==> config.mk <==
export PLATFORM = sky130hd
export DESIGN_NAME = cyl_to_rect_cordic_flat
export DESIGN_NICKNAME = d
export VERILOG_FILES = /design/src/rtl/cyl_to_rect_cordic_if.sv /design/src/rtl/cyl_to_rect_cordic.sv /design/src/flat_wrapper.sv
export SDC_FILE = /design/constraint.sdc
export NUM_CORES = 1
export LEC_CHECK = 0
export CAP_MARGIN = 5
export CORE_MARGIN = 2
export CORE_UTILIZATION = 25
export DETAILED_ROUTE_END_ITERATION = 12
export GPL_ROUTABILITY_DRIVEN = 1
export PLACE_DENSITY = 0.38
export SLEW_MARGIN = 20
export SYNTH_ARGS = -nofsm -noshare
export SYNTH_HDL_FRONTEND = slang
export SYNTH_SLANG_ARGS = --single-unit
export TNS_END_PERCENT = 100
==> constraint.sdc <==
create_clock -name clk -period 11.55 [get_ports clk]
set_input_delay 1.7325 -clock clk [delete_from_list [all_inputs] [get_ports clk]]
set_output_delay 1.7325 -clock clk [all_outputs]
set_load 0.05 [all_outputs]
==> src/rtl/cyl_to_rect_cordic_if.sv <==
// Handshake and data bundle for the polar-to-rectangular CORDIC.
// master drives the request, slave returns the converted point.
interface cyl_to_rect_cordic_if;
    logic              start;
    logic [7:0]        r;
    logic [7:0]        theta;
    logic              busy;
    logic              done;
    logic signed [8:0] x_out;
    logic signed [8:0] y_out;

    modport master (
        output start,
        output r,
        output theta,
        input  busy,
        input  done,
        input  x_out,
        input  y_out
    );

    modport slave (
        input  start,
        input  r,
        input  theta,
        output busy,
        output done,
        output x_out,
        output y_out
    );
endinterface

==> src/rtl/cyl_to_rect_cordic.sv <==
// Iterative rotation-mode CORDIC: (r, theta) -> (r*cos, r*sin).
// One micro-rotation per cycle, gain compensated in a final scale step.
module cyl_to_rect_cordic (
    input  logic                 clk,
    input  logic                 rst,
    cyl_to_rect_cordic_if.slave  bus
);

    localparam logic [1:0] S_IDLE  = 2'd0;
    localparam logic [1:0] S_ROT   = 2'd1;
    localparam logic [1:0] S_SCALE = 2'd2;

    localparam logic [3:0] LAST_ITER = 4'd11;

    logic [1:0]         state;
    logic [3:0]         iter;
    logic signed [15:0] x;
    logic signed [15:0] y;
    logic signed [15:0] z;
    logic               busy_q;
    logic               done_q;
    logic signed [8:0]  x_out_q;
    logic signed [8:0]  y_out_q;

    logic signed [15:0] a_val;
    logic signed [15:0] x_sh;
    logic signed [15:0] y_sh;
    logic signed [15:0] x_nxt;
    logic signed [15:0] y_nxt;
    logic signed [15:0] z_nxt;

    logic               flip;
    logic [7:0]         th_adj;
    logic signed [15:0] r16;
    logic signed [15:0] x_ld;
    logic signed [15:0] z_ld;

    // Arctangent table, 65536 units per turn
    always_comb begin
        a_val = 16'sd0;
        case (iter)
            4'd0:    a_val = 16'sd8192;
            4'd1:    a_val = 16'sd4836;
            4'd2:    a_val = 16'sd2555;
            4'd3:    a_val = 16'sd1297;
            4'd4:    a_val = 16'sd651;
            4'd5:    a_val = 16'sd326;
            4'd6:    a_val = 16'sd163;
            4'd7:    a_val = 16'sd81;
            4'd8:    a_val = 16'sd41;
            4'd9:    a_val = 16'sd20;
            4'd10:   a_val = 16'sd10;
            4'd11:   a_val = 16'sd5;
            default: a_val = 16'sd0;
        endcase
    end

    always_comb begin
        x_sh  = x >>> iter;
        y_sh  = y >>> iter;
        x_nxt = x;
        y_nxt = y;
        z_nxt = z;
        if (!z[15]) begin
            x_nxt = x - y_sh;
            y_nxt = y + x_sh;
            z_nxt = z - a_val;
        end else begin
            x_nxt = x + y_sh;
            y_nxt = y - x_sh;
            z_nxt = z + a_val;
        end
    end

    // Quadrants 1 and 2 are folded by 180 deg so z stays within +-90 deg
    always_comb begin
        flip   = (bus.theta[7:6] == 2'b01) || (bus.theta[7:6] == 2'b10);
        th_adj = bus.theta - 8'd128;
        r16    = {4'd0, bus.r, 4'd0};
        x_ld   = flip ? -r16 : r16;
        z_ld   = flip ? {th_adj, 8'h00} : {bus.theta, 8'h00};
    end

    // 311/8192 undoes both the 4 fraction bits and the ~1.647 CORDIC gain
    function automatic logic signed [8:0] scale_out(
        input logic signed [15:0] v
    );
        logic signed [31:0] ve;
        logic signed [31:0] p;
        ve = v;
        p  = (ve * 32'sd311 + 32'sd4096) >>> 13;
        if (p > 32'sd255)
            scale_out = 9'sd255;
        else if (p < -32'sd255)
            scale_out = -9'sd255;
        else
            scale_out = p[8:0];
    endfunction

    always_ff @(posedge clk or posedge rst) begin
        if (rst) begin
            state   <= S_IDLE;
            iter    <= 4'd0;
            x       <= 16'sd0;
            y       <= 16'sd0;
            z       <= 16'sd0;
            busy_q  <= 1'b0;
            done_q  <= 1'b0;
            x_out_q <= 9'sd0;
            y_out_q <= 9'sd0;
        end else begin
            done_q <= 1'b0;
            case (state)
                S_IDLE: begin
                    if (bus.start) begin
                        x      <= x_ld;
                        y      <= 16'sd0;
                        z      <= z_ld;
                        iter   <= 4'd0;
                        busy_q <= 1'b1;
                        state  <= S_ROT;
                    end
                end
                S_ROT: begin
                    x <= x_nxt;
                    y <= y_nxt;
                    z <= z_nxt;
                    if (iter == LAST_ITER)
                        state <= S_SCALE;
                    if (iter != 4'd15)
                        iter <= iter + 4'd1;
                end
                S_SCALE: begin
                    x_out_q <= scale_out(x);
                    y_out_q <= scale_out(y);
                    done_q  <= 1'b1;
                    busy_q  <= 1'b0;
                    state   <= S_IDLE;
                end
                default: begin
                    state  <= S_IDLE;
                    busy_q <= 1'b0;
                end
            endcase
        end
    end

    assign bus.busy  = busy_q;
    assign bus.done  = done_q;
    assign bus.x_out = x_out_q;
    assign bus.y_out = y_out_q;

endmodule

==> src/flat_wrapper.sv <==
// flat-port wrapper written by rule: the top's interface ports become plain ports
module cyl_to_rect_cordic_flat 
  (clk, rst, bus_start, bus_r, bus_theta, bus_busy, bus_done, bus_x_out, bus_y_out);
  cyl_to_rect_cordic_if bus_i ();
  input  logic clk;
  input  logic rst;
  input wire logic [$bits(bus_i.start)-1:0] bus_start;
  input wire logic [$bits(bus_i.r)-1:0] bus_r;
  input wire logic [$bits(bus_i.theta)-1:0] bus_theta;
  output wire logic [$bits(bus_i.busy)-1:0] bus_busy;
  output wire logic [$bits(bus_i.done)-1:0] bus_done;
  output wire logic [$bits(bus_i.x_out)-1:0] bus_x_out;
  output wire logic [$bits(bus_i.y_out)-1:0] bus_y_out;
  assign bus_i.start = bus_start;
  assign bus_i.r = bus_r;
  assign bus_i.theta = bus_theta;
  assign bus_busy = bus_i.busy;
  assign bus_done = bus_i.done;
  assign bus_x_out = bus_i.x_out;
  assign bus_y_out = bus_i.y_out;
  cyl_to_rect_cordic u_core (.clk(clk), .rst(rst), .bus(bus_i));
endmodule
==> impl_results.md <==
- Root buffer cell: clkbuf_16
- First-pass GRT wire length: approximately 66000 um
- Gr ovfl total: 0
- # IOs: 39
- CP arrival: 6530 ps
- Commonest cells after routing, fill and taps aside: inv_1 (275), ha_1 (231), nand2_1 (112)
- DRT Pass-1 Iters: 5
- Die Y-Extent: ~240 um
- PortBufs: 38
- Slew @ Worst Pin: 914 ps
- Reg-to-Reg End: u_core.bus.y_out[2]
- Setup TNS: 0 ps
- Synth Register Bits: 74
- Row cnt: 88
- Worst-path clk slew: 70 ps
- Final setup violating endpoints: 0
- Cell taking the most area after synthesis: ha_1
- Via density per instance: between 4 and 5
- Post-synthesis sequential area ratio: 0.128
- CTS tree: built
- WL/cell: 17.0 um
- Overall routing resource usage: 0.140
- Hold Startpoint: u_core.z[4]
- Mapped Cells: 1651
- Distinct cells, synth: between 80 and 90
- Antenna cell count: 0
- CTS Buf Count: 9
- Unrepaired setup endpoints after global routing: no
- Yosys top cell area share: 0.200
- Most common cell after layout, fill and taps aside: inv_1
- DRC violations left: 0
- Nets@finish: slightly above 2k
- Clock Tree Buf Depth: 2
- Final hold violations: 0
- Clock Sink Count: 74
- Post-synth net total: around 2.0k
- 1st-iter DRT viols: roughly 540
- Setup crit end kind: register
- Share of layout cells above drive strength 1: 0.0557
- Die Area: ~60000 um2
- Max Cap Violations: 0
- Min Tclk post-route: about 6300 ps
- Final worst path period share: 0.547
- Number of flops mapped to enable cells by yosys: 0
- Largest net degree at the start of global routing: 56
- Post-synthesis async set-or-reset flop share: 1.00
- Ys flop type: dfrtp_1
- Die X: around 240 um
- Routed WL: ~41000 um
- Mapped Avg Cell Area: 8.76 um2
- Status: finished clean
- Placed Cells: about 2.4k
- Final setup margin: approximately 5200 ps
- Hold buffers post-CTS: 0
- WS Path Type: register to register
- Number of global-route vias before repair: 11.9k
- CP required: 11760 ps
- Core footprint: roughly 57000 um2
- Resize count post-CTS: 0
- Register-to-register setup slack: between 5000 and 6000 ps
- Crit path launch: u_core.y[8]
- Normalized max-slew margin: 0.387
- Synth Warn #: 0
- Final HPWL DP: 33000 um
- Initial antenna violation count: 0
- Post-CTS Setup Inserts: 0
- Routed vias: around 12k
- R2R depth: 19
- Clock Skew: roughly 18 ps
- Area grow syn2layout: 10.6%
- CP startpoint kind: register
- Initial core utilization: 0.252
- Place WS: ~5300 ps
- H-tree levels: 3
- Clk Latency, worst-skew pair: between 300 and 400 ps
- Fin. max-slew vios: 0
- Hold Path Class: register to register
- GP Congestion: 0.830
- Worst Hold Endpoint: u_core.z[4]
- Worst-path fanout max: 13
- Crit Reg-Reg Startpoint: u_core.y[8]
- Final ANT Viol Nets: 0
- Worst Hold Depth: 2
- Non-filler cells in the finished layout: roughly 2.4k
- Max Freq: between 150 and 200 MHz
- Synth area leaders: ha_1 (20%), fa_1 (15%), dfrtp_1 (13%)
- Mapped Area: around 14000 um2
flip-flops by register name, summed over array words and instances (netlist names), 2 cells and up:
register          flops
u_core.iter           4
u_core.bus.x_out      9
u_core.bus.y_out      9
u_core.state          2
u_core.z             16
u_core.y             16
u_core.x             16
cell usage after synthesis (5+ instances only):
| master | n |
|---|---|
| a211o_1 | 5 |
| a211oi_1 | 10 |
| a21boi_0 | 5 |
| a21o_1 | 30 |
| a21oi_1 | 101 |
| a22o_1 | 8 |
| a22oi_1 | 9 |
| a31oi_1 | 25 |
| and2_1 | 11 |
| and3_1 | 11 |
| buf_1 | 6 |
| buf_2 | 7 |
| clkbuf_1 | 30 |
| dfrtp_1 | 74 |
| fa_1 | 106 |
| ha_1 | 231 |
| inv_1 | 276 |
| mux2_2 | 14 |
| mux2i_1 | 26 |
| mux4_1 | 8 |
| mux4_2 | 21 |
| nand2_1 | 112 |
| nand2b_1 | 10 |
| nand3_1 | 24 |
| nand4_1 | 5 |
| nor2_1 | 82 |
| nor2b_1 | 17 |
| nor3_1 | 21 |
| nor4_1 | 6 |
| o211a_1 | 6 |
| o211ai_1 | 23 |
| o21a_1 | 16 |
| o21ai_0 | 66 |
| o22ai_1 | 17 |
| o31a_1 | 7 |
| o31ai_1 | 11 |
| or2_2 | 11 |
| or3_1 | 10 |
| xnor2_1 | 59 |
| xor2_1 | 57 |
final cells by class:
| class | count | area (um2) |
|---|---|---|
| Sequential cell | 74 | 1850 |
| Multi-Input combinational cell | 1250 | 11300 |
| Timing Repair Buffer | 51 | 478 |
| Clock buffer | 9 | 225 |
| Tap cell | 765 | 957 |
| Clock inverter | 7 | 98.8 |
| Inverter | 279 | 1050 |
| Fill cell | 6259 | 41500 |
routing by layer:
layer	wire length [um]	global-route usage	up-vias
met5	0	0	-
met1	19800	0.188	5755
met3	912	0.0181	32
met4	861	0.0398	0
li1	-	-	5773
met2	19700	0.236	126
metrics by stage:
step	hold slack [ps]	util	instance area, um2
floorplan	455	-	14500
CTS	496	0.278	16000
detailed placement	479	0.273	15700
global placement	476	0.273	15700
finish	488	0.278	16000
global route	525	0.278	16000
logic make-up (layout without fill, tap and decap cells):
kind of cell | Yosys count | count (layout) | synth area share
AO/OA/AOI/OAI | 385 | 385 | 0.175
XOR/XNOR | 116 | 116 | 0.0703
adder cells (fa/ha/maj) | 338 | 338 | 0.347
buffers and inverters | 327 | 346 | 0.0887
flip-flops | 74 | 74 | 0.128
multiplexers | 70 | 70 | 0.0772
AND/OR/NAND/NOR | 341 | 341 | 0.114
how the worst max path moves through the flow:
stage,cells past startpoint,endpoint
2_1_floorplan,19,u_core.bus.y_out[1]
3_3_place_gp,19,u_core.bus.x_out[3]
3_5_place_dp,19,u_core.bus.x_out[6]
4_1_cts,19,u_core.bus.x_out[1]
5_1_grt,19,u_core.bus.x_out[7]
6_report,19,u_core.bus.y_out[2]
critical path: stages, from the launching register on:
cell and delay [ps]:
dfrtp_1 570, ha_1 420, inv_1 60, fa_1 500
inv_1 50, fa_1 460, fa_1 550, inv_1 60
fa_1 520, inv_1 40, ha_1 300, o21a_1 190
a21oi_1 220, o21ai_0 160, a211oi_1 590, o31ai_1 280
mux2i_1 180, maj3_1 440, o21ai_0 410, o211ai_1 150
Power is not shown: default switching activity piles up to over one toggle a cycle in this logic, so the estimate is an artifact.
